$ cat src/rtl/spi_master_cfg_if.sv
// Host handshake plus SPI pin bundle for spi_master_cfg.
// The master modport is the SPI master's view; slave is the host/link side.
interface spi_master_cfg_if #(
  parameter int DATASIZE = 128
);
  logic                start;
  logic [1:0]          mode;
  logic [DATASIZE-1:0] tx_data;
  logic [DATASIZE-1:0] rx_data;
  logic                busy;
  logic                done;
  logic                sclk;
  logic                scs;
  logic                mosi;
  logic                miso;

  modport master (
    input  start, mode, tx_data, miso,
    output rx_data, busy, done, sclk, scs, mosi
  );

  modport slave (
    output start, mode, tx_data, miso,
    input  rx_data, busy, done, sclk, scs, mosi
  );
endinterface

$ cat src/rtl/spi_master_cfg.sv
// Full-duplex SPI master: MSB-first DATASIZE-bit frames, programmable sclk divider,
// CS setup/hold gap and all four CPOL/CPHA modes, with start/busy/done handshake.
module spi_master_cfg #(
  parameter int DATASIZE = 128,
  parameter int CLK_DIV  = 2,
  parameter int CS_GAP   = 1
) (
  input  logic             clk,
  input  logic             rst,
  spi_master_cfg_if.master bus
);

  typedef enum logic [1:0] {IDLE, SETUP, XFER, HOLD} state_t;

  localparam int GAP_CYC = (CS_GAP * CLK_DIV > 0) ? CS_GAP * CLK_DIV : 1;
  localparam int CNT_MAX = (GAP_CYC > CLK_DIV) ? GAP_CYC : CLK_DIV;
  localparam int CNT_W   = $clog2(CNT_MAX + 1);
  localparam int BIT_W   = $clog2(DATASIZE + 1);

  localparam logic [CNT_W-1:0] GAP_LAST = CNT_W'(GAP_CYC - 1);
  localparam logic [CNT_W-1:0] DIV_LAST = CNT_W'(CLK_DIV - 1);
  localparam logic [BIT_W-1:0] BIT_LAST = BIT_W'(DATASIZE - 1);

  state_t              state_q, state_d;
  logic [CNT_W-1:0]    cnt_q, cnt_d;
  logic [BIT_W-1:0]    bit_q, bit_d;
  logic                cpol_q, cpol_d;
  logic                cpha_q, cpha_d;
  logic [DATASIZE-1:0] tx_sh_q, tx_sh_d;
  logic [DATASIZE-1:0] rx_sh_q, rx_sh_d;
  logic [DATASIZE-1:0] rx_data_q, rx_data_d;
  logic                busy_q, busy_d;
  logic                done_q, done_d;
  logic                sclk_q, sclk_d;
  logic                scs_q, scs_d;
  logic                mosi_q, mosi_d;

  always_comb begin
    state_d   = state_q;
    cnt_d     = cnt_q;
    bit_d     = bit_q;
    cpol_d    = cpol_q;
    cpha_d    = cpha_q;
    tx_sh_d   = tx_sh_q;
    rx_sh_d   = rx_sh_q;
    rx_data_d = rx_data_q;
    busy_d    = busy_q;
    done_d    = 1'b0;
    sclk_d    = sclk_q;
    scs_d     = scs_q;
    mosi_d    = mosi_q;

    case (state_q)
      IDLE: begin
        // busy is still high in the done cycle, which blocks a same-cycle restart
        if (busy_q) begin
          busy_d = 1'b0;
        end else if (bus.start) begin
          cpol_d  = bus.mode[1];
          cpha_d  = bus.mode[0];
          sclk_d  = bus.mode[1];
          scs_d   = 1'b0;
          busy_d  = 1'b1;
          cnt_d   = '0;
          bit_d   = '0;
          rx_sh_d = '0;
          state_d = SETUP;
          if (!bus.mode[0]) begin
            mosi_d  = bus.tx_data[DATASIZE-1];
            tx_sh_d = {bus.tx_data[DATASIZE-2:0], 1'b0};
          end else begin
            tx_sh_d = bus.tx_data;
          end
        end
      end

      SETUP: begin
        if (cnt_q == GAP_LAST) begin
          cnt_d   = '0;
          state_d = XFER;
        end else begin
          cnt_d = cnt_q + 1'b1;
        end
      end

      XFER: begin
        if (cnt_q == DIV_LAST) begin
          cnt_d  = '0;
          sclk_d = ~sclk_q;
          if (sclk_q == cpol_q) begin
            // leading edge of the bit
            if (cpha_q) begin
              mosi_d  = tx_sh_q[DATASIZE-1];
              tx_sh_d = {tx_sh_q[DATASIZE-2:0], 1'b0};
            end else begin
              rx_sh_d = {rx_sh_q[DATASIZE-2:0], bus.miso};
            end
          end else begin
            if (cpha_q) begin
              rx_sh_d = {rx_sh_q[DATASIZE-2:0], bus.miso};
            end else if (bit_q != BIT_LAST) begin
              mosi_d  = tx_sh_q[DATASIZE-1];
              tx_sh_d = {tx_sh_q[DATASIZE-2:0], 1'b0};
            end
            bit_d = bit_q + 1'b1;
            if (bit_q == BIT_LAST) begin
              state_d = HOLD;
            end
          end
        end else begin
          cnt_d = cnt_q + 1'b1;
        end
      end

      HOLD: begin
        if (cnt_q == GAP_LAST) begin
          cnt_d     = '0;
          scs_d     = 1'b1;
          rx_data_d = rx_sh_q;
          done_d    = 1'b1;
          state_d   = IDLE;
        end else begin
          cnt_d = cnt_q + 1'b1;
        end
      end

      default: begin
        state_d = IDLE;
      end
    endcase
  end

  always_ff @(posedge clk or negedge rst) begin
    if (!rst) begin
      state_q   <= IDLE;
      cnt_q     <= '0;
      bit_q     <= '0;
      cpol_q    <= 1'b0;
      cpha_q    <= 1'b0;
      tx_sh_q   <= '0;
      rx_sh_q   <= '0;
      rx_data_q <= '0;
      busy_q    <= 1'b0;
      done_q    <= 1'b0;
      sclk_q    <= 1'b0;
      scs_q     <= 1'b1;
      mosi_q    <= 1'b0;
    end else begin
      state_q   <= state_d;
      cnt_q     <= cnt_d;
      bit_q     <= bit_d;
      cpol_q    <= cpol_d;
      cpha_q    <= cpha_d;
      tx_sh_q   <= tx_sh_d;
      rx_sh_q   <= rx_sh_d;
      rx_data_q <= rx_data_d;
      busy_q    <= busy_d;
      done_q    <= done_d;
      sclk_q    <= sclk_d;
      scs_q     <= scs_d;
      mosi_q    <= mosi_d;
    end
  end

  assign bus.rx_data = rx_data_q;
  assign bus.busy    = busy_q;
  assign bus.done    = done_q;
  assign bus.sclk    = sclk_q;
  assign bus.scs     = scs_q;
  assign bus.mosi    = mosi_q;

endmodule

$ cat src/flat_wrapper.sv
// flat-port wrapper written by rule: the top's interface ports become plain ports
module spi_master_cfg_flat 
#(
  parameter int DATASIZE = 128,
  parameter int CLK_DIV  = 2,
  parameter int CS_GAP   = 1
)
  (clk, rst, bus_start, bus_mode, bus_tx_data, bus_miso, bus_rx_data, bus_busy, bus_done, bus_sclk, bus_scs, bus_mosi);
  spi_master_cfg_if #(.DATASIZE(DATASIZE)) bus_i ();
  input  logic clk;
  input  logic rst;
  input wire logic [$bits(bus_i.start)-1:0] bus_start;
  input wire logic [$bits(bus_i.mode)-1:0] bus_mode;
  input wire logic [$bits(bus_i.tx_data)-1:0] bus_tx_data;
  input wire logic [$bits(bus_i.miso)-1:0] bus_miso;
  output wire logic [$bits(bus_i.rx_data)-1:0] bus_rx_data;
  output wire logic [$bits(bus_i.busy)-1:0] bus_busy;
  output wire logic [$bits(bus_i.done)-1:0] bus_done;
  output wire logic [$bits(bus_i.sclk)-1:0] bus_sclk;
  output wire logic [$bits(bus_i.scs)-1:0] bus_scs;
  output wire logic [$bits(bus_i.mosi)-1:0] bus_mosi;
  assign bus_i.start = bus_start;
  assign bus_i.mode = bus_mode;
  assign bus_i.tx_data = bus_tx_data;
  assign bus_i.miso = bus_miso;
  assign bus_rx_data = bus_i.rx_data;
  assign bus_busy = bus_i.busy;
  assign bus_done = bus_i.done;
  assign bus_sclk = bus_i.sclk;
  assign bus_scs = bus_i.scs;
  assign bus_mosi = bus_i.mosi;
  spi_master_cfg #(.DATASIZE(DATASIZE), .CLK_DIV(CLK_DIV), .CS_GAP(CS_GAP)) u_core (.clk(clk), .rst(rst), .bus(bus_i));
endmodule
$ cat config.mk
export PLATFORM = sky130hd
export DESIGN_NAME = spi_master_cfg_flat
export DESIGN_NICKNAME = d
export VERILOG_FILES = /design/src/rtl/spi_master_cfg_if.sv /design/src/rtl/spi_master_cfg.sv /design/src/flat_wrapper.sv
export SDC_FILE = /design/constraint.sdc
export NUM_CORES = 1
export LEC_CHECK = 0
export ABC_AREA = 1
export BUFFER_PORTS_ARGS = -buffer_cell sky130_fd_sc_hd__buf_2
export CAP_MARGIN = 40
export CORE_ASPECT_RATIO = 1.75
export CORE_MARGIN = 5
export CORE_UTILIZATION = 57
export CTS_CLUSTER_DIAMETER = 120
export DETAILED_ROUTE_END_ITERATION = 7
export GPL_ROUTABILITY_DRIVEN = 0
export PLACE_DENSITY = 0.81
export SLEW_MARGIN = 0
export SYNTH_ARGS = -nofsm -noshare
export SYNTH_HDL_FRONTEND = slang
export SYNTH_SLANG_ARGS = --single-unit
$ cat constraint.sdc
create_clock -name clk -period 2.6 [get_ports clk]
set_clock_uncertainty 0.05 [all_clocks]
set_input_delay 0.26 -clock clk [delete_from_list [all_inputs] [get_ports clk]]
set_output_delay 0.26 -clock clk [all_outputs]
set_load 0.02 [all_outputs]
==> results.md, run 1 <==
* DRC at 0
* H-tree depth at 2
* Fin. max-slew vios at 0
* Slowest cell on crit path: dfrtp_1
* Lkg Pwr at 10.8 nW
* Core area at 31300 µm²
* Dominant cell type by area after synthesis: dfrtp_1
* Clock Tree Buf Depth at 3
* Layout cells sized above 1 at 0.154
* Mapped Cells at 2222
* Area growth, synth to finish at 15.3%
* Yosys cell types at 28
* Crit Path Max Fanout at 30
* Area contributors post-synth: dfrtp_1 56%, nand2_1 22%, o21ai_1 6.8%
* Sequential power share at 0.387
* # IOs at 267
* Cell Area, Synth at 18000 µm²
* Via count at 15200
* DRT iter0 DRCs at 1191
* Max stage delay on crit path at 0.42 ns
* Row cnt at 86
* EDFF count, synth at 0
* Clock Sink Count at 403
* PostCTS Resize Cnt at 0
* Syn avg cell area at 8.10 µm²
* Least-Margin Pin Slew at 0.698 ns
* Die X at 144 µm
* Reg2reg path depth at 9
* Final min period at 2.26 ns
* Number of global-route vias before repair at 14600
* Pwr dens at 999 nW/µm²
* CTS Hold Bufs at 4
* DR WL/cell at 14.9 µm
* Post-synth ARST share at 1.00
* Setup TNS at 0 ns
* CTS buffer count at 37
* Post-synth top flop: dfrtp_1
* Tot GR Track Use at 0.240
* Clock Power Share at 0.263
* # fillers at 2520
* Post-DR vias/cell at 5.37
* Post-detail-place hpwl at 27200 µm
* DIE AREA at 35400 µm²
* DRT Pass-1 Iters at 6
* Remaining Overflow, GRT at 0
* Initial Util at 0.575
* Switching Share at 0.383
* Syn nets at 2362
* Commonest cells in the netlist: 1065 x nand2_1, 402 x dfrtp_1, 244 x o21ai_1
* CTS tree: done
* Count leader, synth: nand2_1
* Internal at 12.8 mW
* Number of port buffers at 266
* Fin util at 0.663
* Seq/Total Area, Yosys at 0.560
* CP Launch Type: register
* Logic pwr share at 0.350
* Fin crit share at 0.868
* First-pass GRT wire length at 70500 µm
* Post-CTS setup buffers at 0
* Worst min-delay path class: in2reg
* Largest net degree at the start of global routing at 169
* Post-Route WL at 42000 µm
* Routed Antenna Nets at 0
* CTS root buffer: clkbuf_16
* Synth Warn # at 0
* Final net count at 2546
* Crit path capture type: register
* Slew HR at 0.535
* Initial antenna violation count at 0
* RSZ-0062 raised after global routing: no
* Clk pin slew, worst setup/hold paths at 0.06 ns
* Critical Path AT at 2.62 ns
* Req. time, crit path at 2.96 ns
* Worst hold path depth at 5
* Antenna Cells at 0
* Clk_lat worst skew at 0.53 ns
* Number of max-cap violations at 0
* CP Class: reg2reg
* Peak Freq at 443 MHz
* Max VDD drop at 0.927 mV
* Outcome: completed
* Share of the synthesized area in the top cell type at 0.559
* Final Hold Vio Count at 0
* DIE HEIGHT at 245 µm
* Count of final setup violators at 0
* NetSw at 7.94 mW
* Crit-path cells: inv_1, ha_4, nor2_1, nand3b_4, inv_2, nand3_4, buf_4, nand2_1, o21ai_1
* Post-synthesis register bit count at 403
[routing by layer]
metal  track usage  vias to the layer above  share of wire
li1              -                     7495              -
met1         0.312                     7168           0.40
met2         0.402                      427           0.51
met3        0.0351                      103          0.052
met4        0.0980                        0          0.042
met5             0                        -              0
[kinds of logic (layout without fill, tap and decap cells)]
group | after synthesis | count (layout) | synth area share
muxes | 4 | 4 | 0.00222
xor gates and xnor gates | 1 | 1 | 0.000487
DFF | 403 | 403 | 0.560
and+or+nand+nor | 1227 | 1227 | 0.268
adders and majority gates | 6 | 6 | 0.00417
buffers and inverters | 179 | 391 | 0.0523
AOI/OAI and AO/OA | 402 | 402 | 0.112
[power groups by stage]
| stage | clock, mW | sequential [mW] | combinational [mW] |
|---|---|---|---|
| after detailed placement | 0 | 8.10 | 7.28 |
| final | 5.45 | 8.02 | 7.26 |
| after global routing | 5.78 | 8.14 | 8.29 |
| after CTS | 5.54 | 8.01 | 7.31 |
| after global placement | 0 | 8.07 | 7.01 |
| after floorplan | 0 | 7.97 | 6.20 |
[area by class of cell]
type / count / area, µm² / area share
inverters: 23 / 95.1 / 0.00458
repair buffers: 301 / 1850 / 0.0893
clock inverters: 18 / 148 / 0.00711
flip-flops and latches: 403 / 10100 / 0.486
well taps: 396 / 495 / 0.0239
clock buffers: 49 / 1060 / 0.0512
multi-input cells: 1640 / 7010 / 0.338
[per-stage QoR]
step	power (mW)	setup WS, ns	cell area (µm²)	hold WS [ns]	cells
2_1_floorplan	14.2	0.787	18000	-0.0856	2222
3_3_place_gp	15.1	0.461	19500	0.229	2758
4_1_cts	20.9	0.335	20800	0.0538	2830
3_5_place_dp	15.4	0.366	19500	0.240	2759
6_report	20.7	0.344	20800	0.0723	2830
5_1_grt	22.2	0.165	20800	0.0836	2830
[path summary, 6_finish.rpt]
check                                 startpoint                    end  slack [ns]
max                            u_core.state_q[0]     u_core.rx_sh_q[71]        0.34
min                              bus_tx_data[18]     u_core.tx_sh_q[19]        0.07
max reg2reg                    u_core.state_q[0]     u_core.rx_sh_q[71]        0.34
min reg2reg                u_core.bus.rx_data[6]  u_core.bus.rx_data[6]        0.42
max in group asynchronous                    rst     u_core.rx_sh_q[90]        1.41
min in group asynchronous                    rst    u_core.tx_sh_q[118]        0.28
[registers in the layout (all words and copies together), names as in the netlist, 2 cells and up]
register / count
u_core.state_q: 2
u_core.cnt_q: 2
u_core.bus.rx_data: 128
u_core.tx_sh_q: 128
u_core.bit_q: 8
u_core.rx_sh_q: 128
[layout by cell type (no fill, tap or decap), types with 2 or more instances in the layout]
cell type / n
buf_2: 264
bufinv_16: 2
ha_1: 5
nand3_1: 136
inv_6: 3
nor2_1: 15
a21oi_1: 3
inv_1: 19
o21ai_0: 154
clkinv_2: 15
clkbuf_16: 39
nand4_1: 2
nand3_4: 2
mux2i_1: 4
clkbuf_8: 5
dlygate4sd3_1: 4
buf_4: 13
or2_2: 2
buf_12: 19
clkbuf_1: 5
nand2_1: 1065
o21ai_1: 244
dfrtp_1: 402
[worst max-delay path: cells and delay by family (launching register included)]
family	cells	cell delay, ns
compound gates	1	0.07
fa+ha+maj	1	0.32
buf+inv	3	0.63
flops	1	0.42
simple gates	4	0.64
Power figures use the tool's default switching activity.
==> run 2: changes to the inputs <==
REMOVE_ABC_BUFFERS = 1   (was not set)
==> run 2 against run 1 <==
Effect of this change:
- critical path depth is the same
- utilization is 0.12 points higher
- count of clock-buffer cells in the layout increased by 4
- routed wire length about the same
- sequential share of layout area decreased by 0.090 points
- combinational power about the same
- critical endpoint is now u_core.tx_sh_q[31]
- clock power shrank 2%
==> results.md, run 2 (same netlist as run 1, synthesis figures left out) <==
* Outcome: completed
* Sequential power share at 0.390 (+0.003)
* Lkg Pwr at 10.8 nW (+0.28%)
* Post-detail-place hpwl at 28300 µm (+3.7%)
* H-tree depth at 2 (unchanged)
* Number of max-cap violations at 0 (unchanged)
* Count of final setup violators at 0 (unchanged)
* CTS root buffer: clkbuf_16
* DIE HEIGHT at 245 µm (unchanged)
* Initial antenna violation count at 0 (unchanged)
* DRC at 0 (unchanged)
* Number of port buffers at 266 (unchanged)
* CP Class: reg2reg
* Remaining Overflow, GRT at 0 (unchanged)
* CTS Hold Bufs at 4 (unchanged)
* Max VDD drop at 0.776 mV (-16%)
* CTS tree: done
* DIE AREA at 35400 µm² (unchanged)
* Least-Margin Pin Slew at 0.768 ns (+0.0704 ns)
* Placed cell count at 2772 (+0.47%)
* Core area at 31300 µm² (unchanged)
* Logic pwr share at 0.350 (about the same)
* DR WL/cell at 14.8 µm (-0.33%)
* Pwr dens at 992 nW/µm² (-0.67%)
* DRT Pass-1 Iters at 7 (+1)
* Fin crit share at 0.868 (about the same)
* Number of global-route vias before repair at 14800 (+1.0%)
* Die X at 144 µm (unchanged)
* Most used cells in the layout excluding fill and tap cells: 1065 x nand2_1, 402 x dfrtp_1, 264 x buf_2
* Area growth, synth to finish at 15.5%
* Area after DPL at 19600 µm² (+0.37%)
* Tot Pwr at 20.6 mW (-0.48%)
* Final hold slack at 0.0793 ns (+0.00700 ns)
* Crit path capture type: register
* Final net count at 2559 (+0.51%)
* Met3 Use GR at 0.0327 (-0.00234)
* Tot GR Track Use at 0.240 (about the same)
* Final Worst Setup Slack at 0.343 ns (-0.000996 ns)
* Worst min-delay path class: in2reg
* Largest net degree at the start of global routing at 197 (+17%)
* Clock Power Share at 0.259 (-0.004)
* Layout cells sized above 1 at 0.156 (+0.00252)
* DRT iter0 DRCs at 971 (-18%)
* Commonest non-fill, non-tap cell in the layout: nand2_1
* Final Hold Vio Count at 0 (unchanged)
* Fin util at 0.664 (+0.00124)
* Final Non-Filler Cells at 2842 (+0.42%)
* GR Layer Usage met1 at 0.322 (+0.0102)
* Post-CTS setup buffers at 0 (unchanged)
* Slew HR at 0.488 (-0.0469)
* Clk_lat worst skew at 0.53 ns (about the same)
* Fin. max-slew vios at 0 (unchanged)
* Crit Path Max Fanout at 53 (+77%)
* Post-Route WL at 42100 µm (about the same)
* Antenna Cells at 0 (unchanged)
* Setup TNS at 0 ns (unchanged)
* PostCTS Resize Cnt at 0 (unchanged)
* Pre-CTS WS at 0.370 ns (+0.00413 ns)
* CTS buffer count at 37 (unchanged)
* Peak Freq at 443 MHz (about the same)
* Clock Tree Buf Depth at 3 (unchanged)
* RSZ-0062 raised after global routing: no
* GR Layer Usage met2 at 0.412 (+0.00942)
* Req. time, crit path at 2.94 ns (-0.02 ns)
* Final instance area at 20800 µm² (+0.19%)
* First-pass GRT wire length at 71100 µm (+0.84%)
* Row cnt at 86 (unchanged)
* Via count at 15300 (+0.65%)
* Routed Antenna Nets at 0 (unchanged)
* Gr busiest metal: met2
* Internal at 12.7 mW (-0.32%)
* Clk pin slew, worst setup/hold paths at 0.07 ns (about the same)
* Clock Sink Count at 403 (unchanged)
* NetSw at 7.88 mW (-0.75%)
* Final min period at 2.26 ns (+0.000996 ns)
* Post-DR vias/cell at 5.38 (+0.23%)
* Switching Share at 0.382 (-0.00103)
* Critical Path AT at 2.59 ns (-0.03 ns)
* # IOs at 267 (unchanged)
* Initial Util at 0.575 (unchanged)
* CP Launch Type: register
-- run 2: metal layers --
| metal | vias to the layer above | share of wire |
|---|---|---|
| met5 | - | 0 |
| met4 | 0 | 0.021 |
| met3 | 67 | 0.061 |
| met2 | 468 | 0.51 |
| met1 | 7198 | 0.41 |
| li1 | 7559 | - |
-- run 2: path summary, 6_finish.rpt --
kind                                        from  slack (ns)  depth (start not counted)                      end
setup reg to reg               u_core.state_q[1]        0.34                          9       u_core.tx_sh_q[31]
setup / recovery               u_core.state_q[1]        0.34                          9       u_core.tx_sh_q[31]
hold / removal                   bus_tx_data[90]        0.08                          5       u_core.tx_sh_q[91]
max in group asynchronous                    rst        1.34                          4      u_core.rx_sh_q[127]
hold reg to reg            u_core.bus.rx_data[0]        0.42                          2    u_core.bus.rx_data[0]
min in group asynchronous                    rst        0.27                          2  u_core.bus.rx_data[106]
-- run 2: final cells by class --
type | count | area, µm²
clock buffers | 53 | 1060
repair buffers | 314 | 1930
multi-input cells | 1640 | 7010
fillers | 2531 | 10500
clock inverters | 13 | 123
inverters | 23 | 93.8
flip-flops and latches | 403 | 10100
well taps | 396 | 495
-- run 2: power by group through the flow --
stage	Sequential, mW	Combinational (mW)	Clock (mW)
2_1_floorplan	7.96	4.45	0
3_3_place_gp	8.09	6.97	0
3_5_place_dp	8.12	7.27	0
4_1_cts	8.04	7.27	5.48
5_1_grt	8.16	8.25	5.72
6_report	8.05	7.23	5.35
-- run 2: critical path, cell delays in order (launching register included) --
cell and delay (ns):
dfrtp_1 0.44, inv_1 0.12, ha_1 0.26, nand2_1 0.20
nand3b_4 0.13, nor2_4 0.20, nand2_8 0.24, buf_12 0.27
nand2_1 0.08, o21ai_0 0.08
==> run 3: changes to the inputs <==
CELL_PAD_IN_SITES_DETAIL_PLACEMENT = 0   (was not set)
CELL_PAD_IN_SITES_GLOBAL_PLACEMENT = 1   (was not set)
CORE_UTILIZATION = 42   (was 57)
==> run 3 against run 2 <==
Effect of this change:
- die area up 34%
- final cell count increased by 5.8%
- register-to-register slack about the same
- non-clock buffer count is 1 lower
- utilization fell by 17 points
- global-route usage is 5.7 points lower
- critical path type unchanged
==> results.md, run 3 (same netlist as run 1, synthesis figures left out) <==
* Pwr dens at 993 nW/µm² (+0.13%)
* Max stage delay on crit path at 0.41 ns (-0.03 ns)
* DRT iter0 DRCs at 963 (-0.82%)
* DIE AREA at 47300 µm² (+34%)
* Final Hold Vio Count at 0 (unchanged)
* Most used cells in the layout excluding fill and tap cells: 1065 x nand2_1, 402 x dfrtp_1, 264 x buf_2
* Commonest non-fill, non-tap cell in the layout: nand2_1
* Clock Tree Buf Depth at 3 (unchanged)
* Met3 Use GR at 0.0300 (-0.00278)
* Number of max-cap violations at 0 (unchanged)
* DRC at 0 (unchanged)
* DRT Pass-1 Iters at 5 (-2)
* Via count at 14900 (-2.5%)
* Layout cells sized above 1 at 0.157 (+0.000818)
* Post-Route WL at 43700 µm (+3.8%)
* CTS root buffer: clkbuf_16
* Peak Freq at 445 MHz (+0.40%)
* DR WL/cell at 14.5 µm (-1.9%)
* PostCTS Resize Cnt at 0 (unchanged)
* H-tree depth at 2 (unchanged)
* Area growth, synth to finish at 17.1%
* First-pass GRT wire length at 74700 µm (+5.2%)
* Initial antenna violation count at 0 (unchanged)
* Post-detail-place hpwl at 29400 µm (+4.1%)
* Final instance area at 21100 µm² (+1.4%)
* # IOs at 267 (unchanged)
* Placed cell count at 2936 (+5.9%)
* Clock Sink Count at 403 (unchanged)
* CTS buffer count at 39 (+5.4%)
* Crit-path leading delay family: simple AND/OR/NAND/NOR gates
* Clk pin slew, worst setup/hold paths at 0.07 ns (about the same)
* Fin util at 0.495 (-0.169)
* Count of final setup violators at 0 (unchanged)
* Fin crit share at 0.865 (-0.00344)
* Setup TNS at 0 ns (unchanged)
* Lkg Pwr at 10.8 nW (+0.15%)
* Routed Antenna Nets at 0 (unchanged)
* Tot GR Track Use at 0.183 (-0.0571)
* Max VDD drop at 0.654 mV (-16%)
* Worst min-delay path class: in2reg
* Number of global-route vias before repair at 14900 (+1.1%)
* Slew HR at 0.511 (+0.0231)
* Tot Pwr at 20.9 mW (+1.5%)
* Final Non-Filler Cells at 3007 (+5.8%)
* Initial Util at 0.423 (-0.152)
* Fin. max-slew vios at 0 (unchanged)
* Core area at 42500 µm² (+36%)
* Least-Margin Pin Slew at 0.733 ns (-0.0347 ns)
* Die X at 166 µm (+15%)
* DIE HEIGHT at 284 µm (+16%)
* GR Layer Usage met1 at 0.241 (-0.0813)
* GR Layer Usage met2 at 0.319 (-0.0928)
* Crit-path cells: inv_1, ha_4, nor2_1, nand3b_4, inv_2, nand3_4, buf_4, nand2_1, o21ai_1
* CTS tree: done
* Final net count at 2560 (+0.039%)
* # fillers at 4217 (+67%)
* RSZ-0062 raised after global routing: no
* Req. time, crit path at 2.97 ns (+0.03 ns)
* Crit Path Max Fanout at 29 (-45%)
* Number of port buffers at 266 (unchanged)
* Final min period at 2.25 ns (-0.00894 ns)
* Area after DPL at 19800 µm² (+1.1%)
* Critical Path AT at 2.61 ns (+0.02 ns)
* Row cnt at 100 (+16%)
* Post-DR vias/cell at 4.96 (-7.9%)
* Buffers & Inverters on Critical Path at 3 (+1)
* CP Launch Type: register
* Gr busiest metal: met2
* Antenna Cells at 0 (unchanged)
* Remaining Overflow, GRT at 0 (unchanged)
* CP Class: reg2reg
* Slowest cell on crit path: dfrtp_1
* Clk_lat worst skew at 0.53 ns (about the same)
* Crit path capture type: register
* Largest net degree at the start of global routing at 166 (-16%)
* Outcome: completed
run 3: layout make-up:
cell class | count | area [µm²] | share of cell area
flip-flops and latches | 403 | 10100 | 0.479
multi-input cells | 1640 | 7010 | 0.333
repair buffers | 313 | 1930 | 0.0917
clock buffers | 56 | 1140 | 0.0541
well taps | 561 | 702 | 0.0333
clock inverters | 11 | 111 | 0.00528
inverters | 23 | 95.1 | 0.00451
run 3: worst register-to-register path, delay by kind of cell, from the launching register on:
| kind | cells | cell delay [ns] |
|---|---|---|
| AOI/OAI and AO/OA | 1 | 0.06 |
| DFF | 1 | 0.41 |
| and+or+nand+nor | 4 | 0.67 |
| adders and majority gates | 1 | 0.29 |
| buffers and inverters | 3 | 0.65 |
run 3: worst paths after layout:
path                                        startpoint                 endpoint  slack, ns  cells after the start
worst max-delay path                 u_core.state_q[0]      u_core.rx_sh_q[103]       0.35                      9
worst min register to register  u_core.bus.rx_data[58]   u_core.bus.rx_data[58]       0.42                      2
max in group asynchronous                          rst  u_core.bus.rx_data[121]       1.37                      3
worst max register to register       u_core.state_q[0]      u_core.rx_sh_q[103]       0.35                      9
min in group asynchronous                          rst  u_core.bus.rx_data[104]       0.21                      2
worst min-delay path                    bus_tx_data[2]        u_core.tx_sh_q[3]       0.07                      5
run 3: power by group:
group          switching (mW)  total [mW]  internal [mW]
sequential              0.582        8.01           7.43
clock                    2.41        5.57           3.16
combinational            4.96        7.36           2.40
run 3: metrics by stage:
stage	hold slack (ns)	setup slack, ns
global placement	0.196	0.385
CTS	0.0320	0.296
floorplan	-0.0856	-5.32
global route	0.0719	0.108
detailed placement	0.191	0.314
finish	0.0662	0.352
run 3: layer usage:
metal | share of wire | vias up | routed length [µm]
met5 | 0 | - | 0
met4 | 0.017 | 0 | 721
met3 | 0.048 | 46 | 2080
met2 | 0.50 | 298 | 21600
met1 | 0.44 | 7020 | 19200
li1 | - | 7539 | -
run 3: timing repair:
item | 4_1_cts | 5_1_grt
endpoints found under the hold margin | 52 | 0
setup buffers | 0 | 0
hold buffers | 4 | 0
